`config.mk`:
```
export PLATFORM = sky130hd
export DESIGN_NAME = imem_loader_flat
export DESIGN_NICKNAME = d
export VERILOG_FILES = /design/src/rtl/imem_loader_if.sv /design/src/rtl/imem_loader.sv /design/src/flat_wrapper.sv
export SDC_FILE = /design/constraint.sdc
export NUM_CORES = 1
export LEC_CHECK = 0
export ABC_CLOCK_PERIOD_IN_PS = 3600
export CAP_MARGIN = 15
export CORE_ASPECT_RATIO = 0.5
export CORE_MARGIN = 10
export CORE_UTILIZATION = 30
export DETAILED_ROUTE_END_ITERATION = 7
export HOLD_SLACK_MARGIN = 0.15
export PLACE_DENSITY_LB_ADDON = 0.2
export SETUP_SLACK_MARGIN = 0.05
export SLEW_MARGIN = 40
export SYNTH_ARGS = -nofsm -noshare
export SYNTH_HDL_FRONTEND = slang
export SYNTH_SLANG_ARGS = --single-unit
```
`constraint.sdc`:
```
create_clock -name clk -period 3.6 [get_ports clk]
set_input_delay 0.72 -clock clk [delete_from_list [all_inputs] [get_ports clk]]
set_output_delay 0.72 -clock clk [all_outputs]
set_load 0.01 [all_outputs]
```
`src/rtl/imem_loader_if.sv`:
```
// Boot-channel byte stream plus instruction-memory write port, bundled.
// The loader takes the "slave" view: it receives bytes and drives the
// write port. The environment (boot source + instr_mem) takes "master".
interface imem_loader_if;
    logic        byte_valid;
    logic [7:0]  byte_data;
    logic        byte_ready;
    logic        wr_en;
    logic [31:0] wr_addr;
    logic [31:0] wr_data;

    modport slave (
        input  byte_valid,
        input  byte_data,
        output byte_ready,
        output wr_en,
        output wr_addr,
        output wr_data
    );

    modport master (
        output byte_valid,
        output byte_data,
        input  byte_ready,
        input  wr_en,
        input  wr_addr,
        input  wr_data
    );
endinterface

```
`src/rtl/imem_loader.sv`:
```
// Instruction memory loader: receives a length-prefixed byte stream,
// packs it into little-endian words, writes them from BASE_ADDR upward
// and holds the core in reset until the whole image has landed.
module imem_loader #(
    parameter int unsigned ADDR_W    = 10,
    parameter logic [31:0] BASE_ADDR = 32'h0000_0000
) (
    input  logic          clk,
    input  logic          reset,
    input  logic          start,
    imem_loader_if.slave  bus,
    output logic          core_reset,
    output logic          busy,
    output logic          done,
    output logic          error
);

    typedef enum logic [2:0] {
        ST_IDLE,
        ST_HDR,
        ST_LOAD,
        ST_DONE,
        ST_ERROR
    } state_t;

    // Word count limit, one bit wider than the header so 2**ADDR_W fits.
    localparam logic [32:0] CAPACITY = 33'd1 << ADDR_W;

    state_t              state_q,      state_d;
    logic [1:0]          byte_idx_q,   byte_idx_d;
    logic [31:0]         shift_q,      shift_d;
    logic [31:0]         word_count_q, word_count_d;
    logic [ADDR_W-1:0]   word_idx_q,   word_idx_d;
    logic                wr_en_q,      wr_en_d;
    logic [31:0]         wr_addr_q,    wr_addr_d;
    logic [31:0]         wr_data_q,    wr_data_d;

    logic        byte_ready;
    logic        byte_fire;
    logic        last_write;
    logic [31:0] next_word;
    logic [31:0] word_idx_ext;

    // Handshake and helpers: the last write cycle already refuses bytes.
    always_comb begin
        word_idx_ext = 32'(word_idx_q);
        next_word    = {bus.byte_data, shift_q[31:8]};
        last_write   = wr_en_q && (word_idx_ext == (word_count_q - 32'd1));
        case (state_q)
            ST_HDR:  byte_ready = 1'b1;
            ST_LOAD: byte_ready = !last_write;
            default: byte_ready = 1'b0;
        endcase
        byte_fire = bus.byte_valid && byte_ready;
    end

    // Next-state logic: header parse, word assembly and write scheduling.
    always_comb begin
        state_d      = state_q;
        byte_idx_d   = byte_idx_q;
        shift_d      = shift_q;
        word_count_d = word_count_q;
        word_idx_d   = word_idx_q;
        wr_en_d      = 1'b0;
        wr_addr_d    = wr_addr_q;
        wr_data_d    = wr_data_q;

        case (state_q)
            ST_IDLE, ST_DONE, ST_ERROR: begin
                if (start) begin
                    state_d      = ST_HDR;
                    byte_idx_d   = 2'd0;
                    shift_d      = 32'd0;
                    word_count_d = 32'd0;
                    word_idx_d   = '0;
                end
            end

            ST_HDR: begin
                if (byte_fire) begin
                    shift_d    = next_word;
                    byte_idx_d = byte_idx_q + 2'd1;
                    if (byte_idx_q == 2'd3) begin
                        word_count_d = next_word;
                        word_idx_d   = '0;
                        if (next_word == 32'd0) begin
                            state_d = ST_DONE;
                        end else if ({1'b0, next_word} > CAPACITY) begin
                            state_d = ST_ERROR;
                        end else begin
                            state_d = ST_LOAD;
                        end
                    end
                end
            end

            ST_LOAD: begin
                if (wr_en_q) begin
                    word_idx_d = word_idx_q + ADDR_W'(1);
                    if (last_write) begin
                        state_d = ST_DONE;
                    end
                end
                if (byte_fire) begin
                    shift_d    = next_word;
                    byte_idx_d = byte_idx_q + 2'd1;
                    if (byte_idx_q == 2'd3) begin
                        wr_en_d   = 1'b1;
                        wr_addr_d = BASE_ADDR + {word_idx_ext[29:0], 2'b00};
                        wr_data_d = next_word;
                    end
                end
            end

            default: begin
                state_d = ST_IDLE;
            end
        endcase
    end

    // State and datapath registers; reset discards any partial image.
    always_ff @(posedge clk or negedge reset) begin
        if (!reset) begin
            state_q      <= ST_IDLE;
            byte_idx_q   <= 2'd0;
            shift_q      <= 32'd0;
            word_count_q <= 32'd0;
            word_idx_q   <= '0;
            wr_en_q      <= 1'b0;
            wr_addr_q    <= 32'd0;
            wr_data_q    <= 32'd0;
        end else begin
            state_q      <= state_d;
            byte_idx_q   <= byte_idx_d;
            shift_q      <= shift_d;
            word_count_q <= word_count_d;
            word_idx_q   <= word_idx_d;
            wr_en_q      <= wr_en_d;
            wr_addr_q    <= wr_addr_d;
            wr_data_q    <= wr_data_d;
        end
    end

    // Status outputs decoded straight from the registered state.
    always_comb begin
        bus.byte_ready = byte_ready;
        bus.wr_en      = wr_en_q;
        bus.wr_addr    = wr_addr_q;
        bus.wr_data    = wr_data_q;
        core_reset     = (state_q != ST_DONE);
        busy           = (state_q == ST_HDR) || (state_q == ST_LOAD);
        done           = (state_q == ST_DONE);
        error          = (state_q == ST_ERROR);
    end

endmodule

```
`src/flat_wrapper.sv`:
```
// flat-port wrapper written by rule: the top's interface ports become plain ports
module imem_loader_flat 
#(
    parameter int unsigned ADDR_W    = 10,
    parameter logic [31:0] BASE_ADDR = 32'h0000_0000
)
  (clk, reset, start, core_reset, busy, done, error, bus_byte_valid, bus_byte_data, bus_byte_ready, bus_wr_en, bus_wr_addr, bus_wr_data);
  imem_loader_if bus_i ();
  input  logic clk;
  input  logic reset;
  input  logic start;
  output logic core_reset;
  output logic busy;
  output logic done;
  output logic error;
  input wire logic [$bits(bus_i.byte_valid)-1:0] bus_byte_valid;
  input wire logic [$bits(bus_i.byte_data)-1:0] bus_byte_data;
  output wire logic [$bits(bus_i.byte_ready)-1:0] bus_byte_ready;
  output wire logic [$bits(bus_i.wr_en)-1:0] bus_wr_en;
  output wire logic [$bits(bus_i.wr_addr)-1:0] bus_wr_addr;
  output wire logic [$bits(bus_i.wr_data)-1:0] bus_wr_data;
  assign bus_i.byte_valid = bus_byte_valid;
  assign bus_i.byte_data = bus_byte_data;
  assign bus_byte_ready = bus_i.byte_ready;
  assign bus_wr_en = bus_i.wr_en;
  assign bus_wr_addr = bus_i.wr_addr;
  assign bus_wr_data = bus_i.wr_data;
  imem_loader #(.ADDR_W(ADDR_W), .BASE_ADDR(BASE_ADDR)) u_core (.clk(clk), .reset(reset), .start(start), .bus(bus_i), .core_reset(core_reset), .busy(busy), .done(done), .error(error));
endmodule
```
==> impl_metrics.toml <==
[outcome]
violations = "setup timing"
status = "finished with violations"

[setup_path]
crit_path_max_incr_delay_ns = 0.56
rrSetupSlack_ns = 0.22
required_ns = 2.88
cp_cell_sequence = "or4_4, or4_1, mux2i_1, a31oi_1, a31o_1, nor4_4, buf_4, o21a_1, nor2_1, buf_2"
rr_endpoint = "u_core.bus.wr_addr[8]"
cp_num_buf_inv = 2
endpoint_kind = "primary output"
crit_arrival_ns = 3.15
r2r-start = "u_core.word_count_q[3]"
critPathKind = "register to primary output"
cp-start-kind = "register"
crit_fanout = 4
crit_family = "simple AND/OR/NAND/NOR gates"
critPathLaunch = "u_core.word_count_q[3]"
reg2regPathDepth = 12
worst_path_max_delay_cell = "or4_4"

[floorplan]
ioPinCount = 82
rows = 35
fp.dieH_um = 117
die-area_um2 = 25000
die_w_um = 214
core_um2 = 18400
initial_core_util = 0.306

[logic_synthesis]
synthDistinctLibCells = 62
synth_seq_cells = 114
synthTopCellsByArea = "dfrtp_1, mux2_2, a22o_1"
yosysSeqAreaShare = 0.507
ys.flop_type = "dfrtp_1"
synth_area_um2 = 5620
synth_common_cells = "dfrtp_1, a22o_1, mux2_2, nor2_1, nand2_1"
syn_inst = 488
synth-async-reset-ratio = 1.00
yosysMostFrequentCell = "dfrtp_1"
yosysTopAreaCell = "dfrtp_1"
syn_avg_cell_area_um2 = 11.5
synth_edf_count = 0
synth-warning-count = 0
synth_top_area_share = 0.507

[detailed_routing]
wire_per_inst_um = 19.7
dr.pass1.iters = 4
drt_iter0_markers = 219
finalWirelength_um = 17000
vias = 4357
viasPerCell = 5.05
drc = 0
ant_nets = 0

[cells_and_area]
finalInstanceArea_um2 = 7540
antenna-diode-count = 0
layout.nets = 624
multiInputGateArea_um2 = 2590
final_util = 0.410
area_growth_pct = 34.0
layout-drive-gt1-share = 0.265
regArea_um2 = 2850
final.fill_count = 1796

[grt]
grt-ovfl-total = 0
antenna_found_initial = 0
grt_pass1_wl_um = 26400
grt_pass1_vias = 4384
gr-usage-all-layers = 0.139
grt_max_degree = 54

[sta]
tightest_slew_ns = 0.740
fin_ws_ns = -0.270
finalHoldViolations = 0
skew_ns = 0.0105
period_share = 1.08
finalSetupViolCount = 1
max-slew-margin-rel = 0.507
clock.fmax_mhz = 258
final_max_slew_viol_count = 0
min_period_ns = 3.87
rsz0062_at_grt = "true"

[power_and_ir_drop]
vdd_ir_drop_max_v = 0.000332
leakagePower_nw = 3.50
p_per_area_nw_per_um2 = 811
finalPower_w = 0.00612

[cts]
clock_path_buffers = 2
h-tree-depth = 4
clockRootBuffer = "clkbuf_16"
cts_buffers = 17
clock-sinks = 114
clk-insertion-delay-late_ns = 0.42
path_clk_slew_ns = 0.06
cts_tree = "done"
cts_hold_buffers = 0

[place]
place.gp.congestion = 0.856
placed_cell_area_um2 = 6830
dp_hpwl_um = 12200
io_buffers = 59

[min_path]
hold_class = "input port to asynchronous set/reset pin"

[flow_run]
drv_cap = 0
==> placed cells by master, fill, tap and decap left out, drive strengths merged, types with 3 or more instances in the layout <==
master / netlist / final
a211oi: 3 / 3
a21oi: 8 / 8
a22o: 52 / 52
and2: 6 / 6
and3: 5 / 5
buf: 33 / 68
clkbuf: 12 / 19
clkdlybuf4s50: 0 / 57
clkinv: 0 / 4
conb: 1 / 22
dfrtp: 114 / 114
ha: 3 / 3
inv: 8 / 15
mux2: 43 / 43
mux2i: 3 / 3
nand2: 27 / 27
nand2b: 4 / 4
nand3: 9 / 9
nand4: 9 / 9
nor2: 27 / 27
nor2b: 6 / 6
nor3: 9 / 9
nor3b: 3 / 3
nor4: 19 / 19
nor4b: 4 / 4
o21ai: 13 / 13
o31ai: 4 / 4
or3: 3 / 3
or4: 8 / 8
xnor2: 9 / 9
xor2: 13 / 13
==> stage by stage <==
stage / instances / setup TNS, ns / setup slack (ns) / hold WS, ns
after floorplan: 509 / 0 / 0.146 / 0.424
after global placement: 825 / -0.223 / -0.223 / 0.471
after detailed placement: 825 / -0.267 / -0.267 / 0.484
after CTS: 860 / -0.316 / -0.316 / 0.394
after global routing: 862 / -0.423 / -0.423 / 0.417
final: 862 / -0.270 / -0.270 / 0.375
==> cells by family after synthesis <==
logic type | count (synthesis) | share of synthesized area
and+or+nand+nor | 146 | 0.154
DFF | 114 | 0.507
AOI/OAI and AO/OA | 103 | 0.150
buffers and inverters | 53 | 0.0558
muxes | 46 | 0.0914
xor gates and xnor gates | 22 | 0.0343
adders and majority gates | 3 | 0.00667
other | 1 | 0.000667
==> metal layers <==
metal  track usage  up-vias  wire (um)
met3        0.0346        6        864
met5             0        -          0
met4        0.0314        0         82
met2         0.200       94       7300
li1              -     2034          -
met1         0.203     2223       8720
==> worst max path at each step <==
stage	to	cells after the start	slack, ns
floorplan	bus_byte_ready	11	0.15
global placement	bus_byte_ready	11	-0.22
CTS	bus_byte_ready	10	-0.32
global route	bus_byte_ready	10	-0.42
finish	bus_byte_ready	10	-0.27
detailed placement	bus_byte_ready	12	-0.27
==> registers in the layout, summed over array words and instances (netlist names) <==
name	cells
u_core.bus.wr_data	32
u_core.byte_idx_q	2
u_core.word_idx_q	10
u_core.word_count_q	32
u_core.state_q	3
u_core.bus.wr_en	1
u_core.bus.wr_addr	10
u_core.shift_q	24
==> final cells by class <==
type | count | share of cell area
Clock buffer | 18 | 0.0583
Inverter | 8 | 0.00398
Timing Repair Buffer | 126 | 0.154
Tap cell | 240 | 0.0398
Multi-Input combinational cell | 342 | 0.343
Sequential cell | 114 | 0.378
Clock inverter | 14 | 0.0224
==> where the power goes <==
group / switching, W / internal, W
clock: 0.000683 / 0.00106
sequential: 0.000374 / 0.00151
combinational: 0.00127 / 0.00122
total: 0.00233 / 0.00379
==> worst register-to-register path, delay by kind of cell (launching register included) <==
kind                   cells  cell delay [ns]
AOI/OAI and AO/OA          2             0.36
buffers and inverters      4             0.64
DFF                        1             0.43
muxes                      2             0.46
and+or+nand+nor            4             1.37
==> what timing repair did <==
action                                  in CTS  in global routing
resized for setup                            8                  7
pin swaps                                    6                  2
endpoints found under the setup margin       1                 65
gates cloned                                 0                  1
setup buffers                                3                  1
(Power assumes the default switching activity.)
